$ cat src/rtl/fetch_stage_pkg.sv
// Shared constants and types for the fetch stage and the decode stage that consumes DR.
package fetch_stage_pkg;

   localparam int WORD_W = 32;

   localparam logic [WORD_W-1:0] NOP_INSTR_DEF = 32'h0000_0000;
   localparam logic [WORD_W-1:0] RESET_PC_DEF  = 32'h0000_0000;

   typedef enum logic [1:0] {
      ST_FETCH = 2'd0,
      ST_HOLD  = 2'd1,
      ST_DROP  = 2'd2
   } fetch_state_t;

   function automatic logic [WORD_W-1:0] word_align(input logic [WORD_W-1:0] addr);
      return addr & {{(WORD_W-2){1'b1}}, 2'b00};
   endfunction

endpackage

$ cat src/rtl/fetch_stage_if.sv
// Fetch-stage bus bundle: instruction-memory handshake, hazard/redirect controls and the DR output.
interface fetch_stage_if
   import fetch_stage_pkg::*;
   ();

   logic              imem_req;
   logic [WORD_W-1:0] imem_addr;
   logic              imem_ack;
   logic [WORD_W-1:0] imem_data;
   logic              stall;
   logic              redirect;
   logic [WORD_W-1:0] redirect_pc;
   logic [WORD_W-1:0] DR;
   logic [WORD_W-1:0] NPC;
   logic              dr_valid;

   modport master (
      output imem_req, imem_addr, DR, NPC, dr_valid,
      input  imem_ack, imem_data, stall, redirect, redirect_pc
   );

   modport slave (
      input  imem_req, imem_addr, DR, NPC, dr_valid,
      output imem_ack, imem_data, stall, redirect, redirect_pc
   );

endinterface

$ cat src/rtl/fetch_pc_reg.sv
// Program counter: word-aligned redirect load, +4 increment (modulo 2^32), async reset.
module fetch_pc_reg
   import fetch_stage_pkg::*;
#(
   parameter logic [WORD_W-1:0] RESET_PC = RESET_PC_DEF
) (
   input  logic              clk,
   input  logic              reset,
   input  logic              inc,
   input  logic              load,
   input  logic [WORD_W-1:0] load_pc,
   output logic [WORD_W-1:0] pc,
   output logic [WORD_W-1:0] pc_plus4
);

   assign pc_plus4 = pc + 32'd4;

   always_ff @(posedge clk or posedge reset) begin
      if (reset) begin
         pc <= RESET_PC;
      end else if (load) begin
         pc <= word_align(load_pc);
      end else if (inc) begin
         pc <= pc_plus4;
      end
   end

endmodule

$ cat src/rtl/fetch_stage.sv
// Instruction fetch stage: PC sequencing, imem req/ack handshake, DR/NPC registers with stall and redirect.
//
// state    | meaning
// ST_FETCH | request to imem outstanding (or about to be issued after reset)
// ST_HOLD  | fetched word parked in hold buffer while decode stalls
// ST_DROP  | wrong-path request outstanding; its data is discarded on ack
module fetch_stage
   import fetch_stage_pkg::*;
#(
   parameter logic [WORD_W-1:0] RESET_PC  = RESET_PC_DEF,
   parameter logic [WORD_W-1:0] NOP_INSTR = NOP_INSTR_DEF
) (
   input  logic          clk,
   input  logic          reset,
   fetch_stage_if.master bus
);

   fetch_state_t      state, state_nxt;
   logic              req, req_nxt;
   logic [WORD_W-1:0] addr, addr_nxt;
   logic [WORD_W-1:0] dr, dr_nxt;
   logic [WORD_W-1:0] npc, npc_nxt;
   logic              valid, valid_nxt;
   logic [WORD_W-1:0] hold, hold_nxt;
   logic              pc_inc, pc_load;
   logic [WORD_W-1:0] pc, pc_plus4, target;
   logic              ack;

   fetch_pc_reg #(.RESET_PC(RESET_PC)) u_pc (
      .clk      (clk),
      .reset    (reset),
      .inc      (pc_inc),
      .load     (pc_load),
      .load_pc  (bus.redirect_pc),
      .pc       (pc),
      .pc_plus4 (pc_plus4)
   );

   assign target = word_align(bus.redirect_pc);
   // an ack with no request outstanding is spurious and ignored
   assign ack    = bus.imem_ack & req;

   always_ff @(posedge clk or posedge reset) begin
      if (reset) begin
         state <= ST_FETCH;
         req   <= 1'b0;
         addr  <= RESET_PC;
         dr    <= NOP_INSTR;
         npc   <= '0;
         valid <= 1'b0;
         hold  <= NOP_INSTR;
      end else begin
         state <= state_nxt;
         req   <= req_nxt;
         addr  <= addr_nxt;
         dr    <= dr_nxt;
         npc   <= npc_nxt;
         valid <= valid_nxt;
         hold  <= hold_nxt;
      end
   end

   always_comb begin
      state_nxt = state;
      req_nxt   = req;
      addr_nxt  = addr;
      dr_nxt    = dr;
      npc_nxt   = npc;
      valid_nxt = valid;
      hold_nxt  = hold;
      pc_inc    = 1'b0;
      pc_load   = 1'b0;

      if (bus.redirect) begin
         dr_nxt    = NOP_INSTR;
         valid_nxt = 1'b0;
         pc_load   = 1'b1;
      end

      case (state)
         ST_FETCH: begin
            if (bus.redirect) begin
               if (!req || ack) begin
                  req_nxt  = 1'b1;
                  addr_nxt = target;
               end else begin
                  state_nxt = ST_DROP;
               end
            end else if (!req) begin
               req_nxt  = 1'b1;
               addr_nxt = pc;
            end else if (ack && !bus.stall) begin
               dr_nxt    = bus.imem_data;
               npc_nxt   = pc_plus4;
               valid_nxt = 1'b1;
               pc_inc    = 1'b1;
               addr_nxt  = pc_plus4;
            end else if (ack) begin
               hold_nxt  = bus.imem_data;
               pc_inc    = 1'b1;
               addr_nxt  = pc_plus4;
               req_nxt   = 1'b0;
               state_nxt = ST_HOLD;
            end else if (!bus.stall) begin
               dr_nxt    = NOP_INSTR;
               valid_nxt = 1'b0;
            end
         end
         ST_HOLD: begin
            if (bus.redirect) begin
               hold_nxt  = NOP_INSTR;
               req_nxt   = 1'b1;
               addr_nxt  = target;
               state_nxt = ST_FETCH;
            end else if (!bus.stall) begin
               dr_nxt    = hold;
               npc_nxt   = pc;
               valid_nxt = 1'b1;
               req_nxt   = 1'b1;
               addr_nxt  = pc;
               state_nxt = ST_FETCH;
            end
         end
         ST_DROP: begin
            // the old request completes; restart at the newest target
            if (ack) begin
               req_nxt   = 1'b1;
               addr_nxt  = bus.redirect ? target : pc;
               state_nxt = ST_FETCH;
            end
         end
         default: begin
            state_nxt = ST_FETCH;
         end
      endcase
   end

   assign bus.imem_req  = req;
   assign bus.imem_addr = addr;
   assign bus.DR        = dr;
   assign bus.NPC       = npc;
   assign bus.dr_valid  = valid;

endmodule

$ cat src/flat_wrapper.sv
// flat-port wrapper written by rule: the top's interface ports become plain ports
module fetch_stage_flat import fetch_stage_pkg::*;
#(
   parameter logic [WORD_W-1:0] RESET_PC  = RESET_PC_DEF,
   parameter logic [WORD_W-1:0] NOP_INSTR = NOP_INSTR_DEF
)
  (clk, reset, bus_imem_req, bus_imem_addr, bus_DR, bus_NPC, bus_dr_valid, bus_imem_ack, bus_imem_data, bus_stall, bus_redirect, bus_redirect_pc);
  fetch_stage_if bus_i ();
  input  logic clk;
  input  logic reset;
  output wire logic [$bits(bus_i.imem_req)-1:0] bus_imem_req;
  output wire logic [$bits(bus_i.imem_addr)-1:0] bus_imem_addr;
  output wire logic [$bits(bus_i.DR)-1:0] bus_DR;
  output wire logic [$bits(bus_i.NPC)-1:0] bus_NPC;
  output wire logic [$bits(bus_i.dr_valid)-1:0] bus_dr_valid;
  input wire logic [$bits(bus_i.imem_ack)-1:0] bus_imem_ack;
  input wire logic [$bits(bus_i.imem_data)-1:0] bus_imem_data;
  input wire logic [$bits(bus_i.stall)-1:0] bus_stall;
  input wire logic [$bits(bus_i.redirect)-1:0] bus_redirect;
  input wire logic [$bits(bus_i.redirect_pc)-1:0] bus_redirect_pc;
  assign bus_imem_req = bus_i.imem_req;
  assign bus_imem_addr = bus_i.imem_addr;
  assign bus_DR = bus_i.DR;
  assign bus_NPC = bus_i.NPC;
  assign bus_dr_valid = bus_i.dr_valid;
  assign bus_i.imem_ack = bus_imem_ack;
  assign bus_i.imem_data = bus_imem_data;
  assign bus_i.stall = bus_stall;
  assign bus_i.redirect = bus_redirect;
  assign bus_i.redirect_pc = bus_redirect_pc;
  fetch_stage #(.RESET_PC(RESET_PC), .NOP_INSTR(NOP_INSTR)) u_core (.clk(clk), .reset(reset), .bus(bus_i));
endmodule
$ cat config.mk
export PLATFORM = sky130hd
export DESIGN_NAME = fetch_stage_flat
export DESIGN_NICKNAME = d
export VERILOG_FILES = /design/src/rtl/fetch_stage_pkg.sv /design/src/rtl/fetch_stage_if.sv /design/src/rtl/fetch_pc_reg.sv /design/src/rtl/fetch_stage.sv /design/src/flat_wrapper.sv
export SDC_FILE = /design/constraint.sdc
export NUM_CORES = 1
export LEC_CHECK = 0
export CORE_MARGIN = 2
export CORE_UTILIZATION = 30
export DETAILED_ROUTE_END_ITERATION = 10
export GPL_TIMING_DRIVEN = 0
export HOLD_SLACK_MARGIN = 0.08
export PLACE_DENSITY = 0.53
export SETUP_SLACK_MARGIN = 0.4
export SLEW_MARGIN = 30
export SYNTH_ARGS = -nofsm -noshare
export SYNTH_HDL_FRONTEND = slang
export SYNTH_HIERARCHICAL = 1
export SYNTH_SLANG_ARGS = --single-unit
$ cat constraint.sdc
create_clock -name clk -period 10.5 [get_ports clk]
set_input_delay 1.575 -clock clk [delete_from_list [all_inputs] [get_ports clk]]
set_output_delay 1.575 -clock clk [all_outputs]
set_load 0.05 [all_outputs]
# Yosys cells after proc, flatten, opt, wreduce, memory -nomap -nowiden

Index checks and enable logic that the tools add are counted.

Input port bits: 69
Logic and storage cells: 106
Flip-flop bits (word level): 164

Reduce and logical (&&, ||, !) cells: 13
Eq/ne operators: 18
Bitwise operators: 1
Muxes and demuxes: 65
Add/subtract/negate cells: 1

Operator list:

| cell                    | count |
|---|---|
| $mux W32                | 28 |
| $pmux W32 S2            | 3 |
| $pmux W32 S3            | 1 |
| $add A32 B3 Y32 const B | 1 |
| $mux W1                 | 22 |
| $reduce_and A6 Y1       | 3 |
| $mux W2                 | 8 |
| $ne A2 B2 Y1 const B    | 5 |
| $ne A3 B2 Y1 const B    | 3 |
| $ne A3 B3 Y1 const B    | 3 |
| $ne A2 B1 Y1 const B    | 4 |
| $pmux W2 S3             | 1 |
| $ne A5 B5 Y1 const B    | 1 |
| $reduce_and A5 Y1       | 1 |
| $reduce_and A4 Y1       | 1 |
| $reduce_bool A2 Y1      | 2 |
| $pmux W1 S3             | 1 |
| $reduce_bool A3 Y1      | 1 |
| $eq A2 B1 Y1 const B    | 1 |
| $eq A2 B2 Y1 const B    | 1 |
| $logic_not A1 Y1        | 2 |
| $logic_not A2 Y1        | 1 |
| $pmux W1 S2             | 1 |
| $and A1 B1 Y1           | 1 |
| 2 further kinds         | 2 |

# Logic depth before layout (Yosys ltp)

Gate-level depths: netlist of run 1.

Depth after elaboration: 8
Depth in mapped cells: 11
Gate-level depth less buffers: 8

# Modules after synthesis

The synthesis of run 1 kept the hierarchy.

By module, submodules not included:

| module       | area an instance (sq um) | instances | cells an instance |
|---|---|---|---|
| fetch_stage  | 7,079.3                  | 1         | 596 |
| fetch_pc_reg | 2,303.5                  | 1         | 288 |

# Worst setup path before layout of run 1

No wires, ideal clock.

Path type: in2reg
Start point: input bus_redirect
End point: register u_core.u_pc.pc[24]
Data arrival time: 3.821 ns
Stages: 9
Data required time: 10.418 ns
Setup slack: 6.597 ns
Library setup time: 0.082 ns
Path through: buf_2 and4b_1 buf_2 buf_2 nand4_1 or4_4 buf_6 or4_1 a31oi_1

Cells in the longest elaborated chain, start to end: 3
Elaborated cells between the ends (all ways): 5
Those cells by class: mux: 4; reduce/logical: 1

Ends and longest elaborated chain:

| item                                | RTL line           | source |
|---|---|---|
| start: declaration                  | flat_wrapper.sv:19 | `input wire logic [$bits(bus_i.redirect)-1:0] bus_redirect;` |
| $mux W1                             | fetch_stage.sv:82  | `if (bus.redirect) begin` |
| $mux W1                             | fetch_stage.sv:80  | `case (state)` |
| via u_core.pc_inc                   | fetch_stage.sv:25  | `logic pc_inc, pc_load;` |
| $reduce_bool A2 Y1 (no source line) | n/a                |  |
| end signal: assignment              | fetch_pc_reg.sv:22 | `pc <= word_align(load_pc);` |
| end signal: assignment              | fetch_pc_reg.sv:24 | `pc <= pc_plus4;` |
| end: declaration                    | fetch_pc_reg.sv:12 | `output logic [WORD_W-1:0] pc,` |

The timed path passes the listed nets, and every way through them passes these cells.
A chain may end at the register's enable or synchronous reset.

# Final worst setup path of run 1

Same ends and word-level chain as after synthesis.

==> run metrics, run 1 <==
DP HPWL=21.6 mm; Critical Path Source=bus_redirect; sequential element share of the synthesized area=43.2%; Synth Flop Type=dfrtp_1; worst-path fanout max=14; mean post-synth cell area=10.6 um2; Final period util=45.6%; CTS tree=yes; most common cell after layout, fill and taps aside=clkdlybuf4s50_1; # IOs=167; GP Congestion=0.862; Power Dens Cells=289 nW/um2; cell count after synthesis=884; clock tree sinks=162; Cell Rows=64; CP Cell Sequence=clkdlybuf4s50_1 -> buf_2 -> and4b_1 -> buf_2 -> buf_2 -> nand4_1 -> or4_4 -> buf_6 -> or4_1 -> a31oi_1; Most common cell on crit path=buf_2; Synth Cell Area=9380 um2; DR DRC count=0; vias in the first global route=7889; Critical Path Start Type=primary input; Total Nets Final=1144; die span in y=181 um; CP arrival=5.14 ns; Routed WL per cell=20.1 um; worst-margin pin slew=0.926 ns; Ant. Diodes=0; Crit. path cell count=10; fill count=3061; Vias=7666; drt first-iter violations=575; final WL=29.7 mm; Lkg Pwr=0.00490 uW; crit-path max cell delay=0.61 ns; # setup viols final=0; FF-to-FF path depth=11; ys async rst share=100%; MaxCap Viol Count=0; initial antenna violation count=0; CTS buffer count=17; cts repair resizes=0; fin area=12200 um2; clk slew on worst S/H paths=0.07 ns; RSZ-0062 raised after global routing=no; Starting Density=30.6%; area of the core=30700 um2; crit path capture type=register; Yosys reg bits=162; Cell Area, Placed=11600 um2; FF-to-FF Start=u_core/state[1]; Netlist cell types=63; Antenna Nets Post-Route=0; Data required, critical path=10.86 ns; minimum clock period=4.78 ns; worst reg2reg endpoint=u_core/u_pc/pc[24]; fraction of layout cells with a size suffix above 1=20.4%; Post-CTS Setup Inserts=0; Max Freq=0.209 GHz; WHS Path Cells=1; Ys Warns=6; worst hold-check path type=reg -> reg; clk_skew=0.0138 ns; global-route wire length before repair=47.3 mm; Worst-Skew Late Latency=0.43 ns; Hold Violations, Final=0; GR Overflow Total=0; hold buffer count at cts=0; router iterations before antenna repair=5; CTS Root Cell=clkbuf_16; Die X=181 um; fin. max-slew vios=0; DR vias/cell=5.18; die footprint=32700 um2; buffer and inverter count on the worst path=5; worst relative slew slack=37.7%; critical path's slowest cell=or4_4; DP Worst Slack=5.27 ns; clock buffer depth=2; largest net degree at the start of global routing=71; critical path endpoint=u_core/u_pc/pc[24]; Area Overhead vs Synth=29.6%; status=complete, no violations; commonest cells after routing, fill and taps aside=164 x clkdlybuf4s50_1, 162 x dfrtp_1, 127 x mux2_2, 76 x nand2_1, 41 x inv_1; Final WS setup=5.72 ns; H-tree levels=4; delay-heaviest family, CP=buffers and inverters; CP Class=in -> reg; VDD IR-drop max=0.178 mV; sum of negative setup slack=0 ns; Post-synth EDFFs=0; reg2reg setup slack=7.05 ns; GRT Util Overall=18.4%; IO Port Bufs=164
==> worst min path at each step <==
stage	start	to	slack, ns
final	u_core/bus.imem_addr[19]	u_core/bus.imem_addr[19]	0.49
after global routing	u_core/bus.DR[19]	u_core/bus.DR[19]	0.51
after CTS	u_core/bus.imem_addr[19]	u_core/bus.imem_addr[19]	0.49
after detailed placement	u_core/bus.DR[3]	u_core/bus.DR[3]	0.48
after global placement	u_core/bus.DR[24]	u_core/bus.DR[24]	0.47
after floorplan	u_core/hold[12]	u_core/hold[12]	0.47
==> Yosys cell counts (5+ instances only) <==
| cell type | number | area, um2 |
|---|---|---|
| nand3_1 | 15 | 75.1 |
| a22oi_1 | 26 | 195 |
| mux2_2 | 127 | 1430 |
| and4_1 | 8 | 70.1 |
| o21ai_0 | 18 | 90.1 |
| or4_1 | 15 | 113 |
| dfrtp_1 | 162 | 4050 |
| inv_1 | 43 | 161 |
| o311ai_0 | 11 | 96.3 |
| nand2_1 | 76 | 285 |
| o31ai_1 | 7 | 52.6 |
| o2bb2ai_1 | 26 | 228 |
| or4bb_1 | 30 | 338 |
| buf_2 | 27 | 135 |
| buf_4 | 14 | 105 |
| xnor2_1 | 25 | 219 |
| nor2_1 | 27 | 101 |
| o311ai_1 | 21 | 184 |
| o211ai_1 | 5 | 37.5 |
| clkbuf_1 | 32 | 120 |
| nor2b_1 | 34 | 213 |
| nand4_1 | 15 | 93.8 |
| a21oi_1 | 8 | 40.0 |
| xor2_1 | 16 | 140 |
| nor3_1 | 7 | 35.0 |
| a31oi_1 | 10 | 62.6 |
==> power breakdown <==
| group | internal, uW | switching, uW |
|---|---|---|
| Sequential | 854 | 140 |
| Combinational | 741 | 1140 |
| Clock | 341 | 290 |
| Total | 1940 | 1570 |
==> area by class of cell <==
type                            instances  area, um2  area share (%)
Buffer                                 81        420            3.46
Clock buffer                           18        439            3.61
Clock inverter                         14        144            1.18
Inverter                               43        169            1.39
Multi-Input combinational cell        601       4770            39.2
Sequential cell                       162       4050            33.3
Tap cell                              396        495            4.07
Timing Repair Buffer                  165       1670            13.7
==> cell families after synthesis <==
| kind of cell | Yosys count | share of synthesized area [%] |
|---|---|---|
| AOI/OAI and AO/OA | 155 | 12.9 |
| xor gates and xnor gates | 41 | 3.83 |
| adders and majority gates | 4 | 0.533 |
| buffers and inverters | 124 | 6.20 |
| DFF | 162 | 43.2 |
| muxes | 134 | 16.0 |
| other | 1 | 0.0400 |
| and+or+nand+nor | 263 | 17.2 |
==> registers in the layout (all words and copies together), names as in the netlist <==
signal / flops
u_core/bus.imem_req: 1
u_core/hold: 32
u_core/state: 2
u_core/bus.DR: 32
u_core/bus.imem_addr: 32
u_core/bus.NPC: 32
u_core/bus.dr_valid: 1
u_core/u_pc/pc: 30
==> per-stage QoR <==
stage          utilization (%)  total power [uW]  hold slack (ns)  cells
2_1_floorplan                -              2270            0.472    887
3_3_place_gp              37.6              2880            0.474   1447
3_5_place_dp              37.8              2900            0.478   1448
4_1_cts                   39.7              3550            0.495   1480
5_1_grt                   39.7              3710            0.507   1480
6_report                  39.7              3510            0.492   1480
==> layer usage <==
metal	routed length (um)	part of all wire, %	track usage, %
met1	14400	49	26.3
met2	13500	45	28.5
met3	1190	4.0	3.06
met4	601	2.0	5.45
met5	0	0	0
Power figures use the tool's default switching activity.
==> inputs of run 2 (changes only) <==
==> constraint.sdc (replaced) <==
create_clock -name clk -period 4.5 [get_ports clk]
set_input_delay 0.675 -clock clk [delete_from_list [all_inputs] [get_ports clk]]
set_output_delay 0.675 -clock clk [all_outputs]
set_load 0.05 [all_outputs]
==> run metrics, run 2 (synthesis gave the netlist of run 1 again) <==
VDD IR-drop max=0.421 mV (+140%); Cell Rows=64 (unchanged); Final period util=86.3%; fin. max-slew vios=0 (unchanged); area of the core=30700 um2 (unchanged); RSZ-0062 raised after global routing=no; Post-Place Cells=1452 (+0.28%); cts repair resizes=0 (unchanged); IO Port Bufs=164 (unchanged); worst reg2reg endpoint=u_core/u_pc/pc[24]; Cell Area, Placed=11600 um2 (+0.61%); Power Dens Cells=670 nW/um2 (+130%); Routed WL per cell=20.2 um (+0.98%); DR DRC count=0 (unchanged); die span in y=181 um (unchanged); largest net degree at the start of global routing=31 (-56%); Critical Path Source=bus_redirect; drt first-iter violations=566 (-1.6%); final WL=30.0 mm (+1.3%); vias in the first global route=7903 (+0.18%); commonest cells after routing, fill and taps aside=164 x clkdlybuf4s50_1, 162 x dfrtp_1, 127 x mux2_2, 76 x nand2_1, 41 x inv_1; Data required, critical path=4.85 ns (-6.01 ns); Starting Density=30.6% (unchanged); Die X=181 um (unchanged); Area Overhead vs Synth=30.2%; Lkg Pwr=0.00492 uW (+0.43%); MaxCap Viol Count=0 (unchanged); Critical Path Start Type=primary input; worst relative slew slack=32.7% (-5.1 points); FF-to-FF path depth=11 (unchanged); Antenna Nets Post-Route=0 (unchanged); # IOs=167 (unchanged); status=complete, no violations; GR Overflow Total=0 (unchanged); Vias=7756 (+1.2%); clk_skew=0.0115 ns (-0.00229 ns); router iterations before antenna repair=5 (unchanged); Max Freq=0.257 GHz; crit path capture type=register; DP HPWL=22.0 mm (+1.8%); global-route wire length before repair=47.0 mm (-0.51%); fill count=3003 (-1.9%); CP Cell Sequence=clkdlybuf4s50_1 -> buf_2 -> and4b_1 -> buf_2 -> buf_2 -> nand4_1 -> or4_4 -> buf_6 -> or4_1 -> a31oi_1; Post-CTS Setup Inserts=0 (unchanged); fin area=12200 um2 (+0.46%); clock buffer depth=2 (unchanged); crit-path max cell delay=0.61 ns (about the same); H-tree levels=4 (unchanged); CP Class=in -> reg; minimum clock period=3.89 ns; die footprint=32700 um2 (unchanged); hold buffer count at cts=0 (unchanged); initial antenna violation count=0 (unchanged); CTS tree=yes; # setup viols final=0 (unchanged); GRT Util Overall=18.4% (+0.023 points); clock tree sinks=162 (unchanged); DR vias/cell=5.23 (+0.90%); critical path endpoint=u_core/u_pc/pc[24]; worst-path fanout max=14 (unchanged); worst-margin pin slew=1.00 ns (+0.0748 ns); Total Nets Final=1148 (+0.35%); CTS buffer count=17 (unchanged); clk slew on worst S/H paths=0.07 ns (about the same); post-route insts no fill=1484 (+0.27%); fraction of layout cells with a size suffix above 1=20.6% (+0.20 points); sum of negative setup slack=0 ns (unchanged); CP arrival=4.24 ns (-0.90 ns); Hold Violations, Final=0 (unchanged); FF-to-FF Start=u_core/state[0]; Most common cell on crit path=buf_2; CTS Root Cell=clkbuf_16; GP Congestion=0.872 (+1.2%); most common cell after layout, fill and taps aside=clkdlybuf4s50_1; critical path's slowest cell=clkdlybuf4s50_1; reg2reg setup slack=1.06 ns (-5.99 ns); Worst-Skew Late Latency=0.43 ns (about the same); Ant. Diodes=0 (unchanged); worst hold-check path type=reg -> reg
-- run 2: cell count changes in the layout (fill, tap and decap cells not counted), sizes merged --
cell | previous run | this run
buf | 50 | 54
clkinvlp | 1 | 3
bufinv | 1 | 0
clkbuf | 50 | 51
clkinv | 5 | 4
inv | 50 | 49
-- run 2: stage by stage --
| stage | power [uW] | utilization [%] | hold slack (ns) | worst slack, ns |
|---|---|---|---|---|
| 5_1_grt | 8610 | 39.8 | 0.500 | 0.454 |
| 3_5_place_dp | 6780 | 38.0 | 0.477 | 0.177 |
| 6_report | 8190 | 39.8 | 0.490 | 0.615 |
| 3_3_place_gp | 6720 | 37.6 | 0.473 | 0.179 |
| 2_1_floorplan | 5300 | - | 0.472 | 1.49 |
| 4_1_cts | 8260 | 39.8 | 0.494 | 0.629 |
-- run 2: worst min-delay path by stage --
stage                        startpoint                  endpoint  slack [ns]  cells past startpoint
6_report       u_core/bus.imem_addr[19]  u_core/bus.imem_addr[19]        0.49                      1
5_1_grt               u_core/bus.DR[17]         u_core/bus.DR[17]        0.50                      1
4_1_cts               u_core/bus.DR[20]         u_core/bus.DR[20]        0.49                      1
3_5_place_dp          u_core/bus.DR[20]         u_core/bus.DR[20]        0.48                      1
3_3_place_gp   u_core/bus.imem_addr[18]  u_core/bus.imem_addr[18]        0.47                      1
2_1_floorplan           u_core/hold[12]           u_core/hold[12]        0.47                      1
-- run 2: where the power goes --
part           internal, uW  switching (uW)  leakage (uW)
sequential             1990             340       0.00201
clock                   756             676      0.000275
combinational          1740            2690       0.00264
-- run 2: cell type report --
class / instances / area [um2] / share of cell area (%)
sequential: 162 / 4050 / 33.2
buffer: 81 / 420 / 3.44
clock buffer: 19 / 453 / 3.71
multi-input combinational: 601 / 4760 / 39.0
tap: 396 / 495 / 4.06
clock inverter: 13 / 116 / 0.952
timing repair buffer: 169 / 1750 / 14.3
inverter: 43 / 165 / 1.35
-- run 2: routing by layer --
| layer | track usage, % | vias up | part of all wire (%) |
|---|---|---|---|
| met1 | 26.4 | 3893 | 48 |
| met5 | 0 | - | 0 |
| li1 | - | 3633 | - |
| met2 | 28.6 | 206 | 46 |
| met4 | 5.19 | 0 | 1.7 |
| met3 | 2.94 | 24 | 4.0 |
-- run 2: worst max-delay path, delay by kind of cell --
kind            cells  cell delay (ns)
buf+inv             5             1.70
simple gates        4             1.67
compound gates      1             0.17
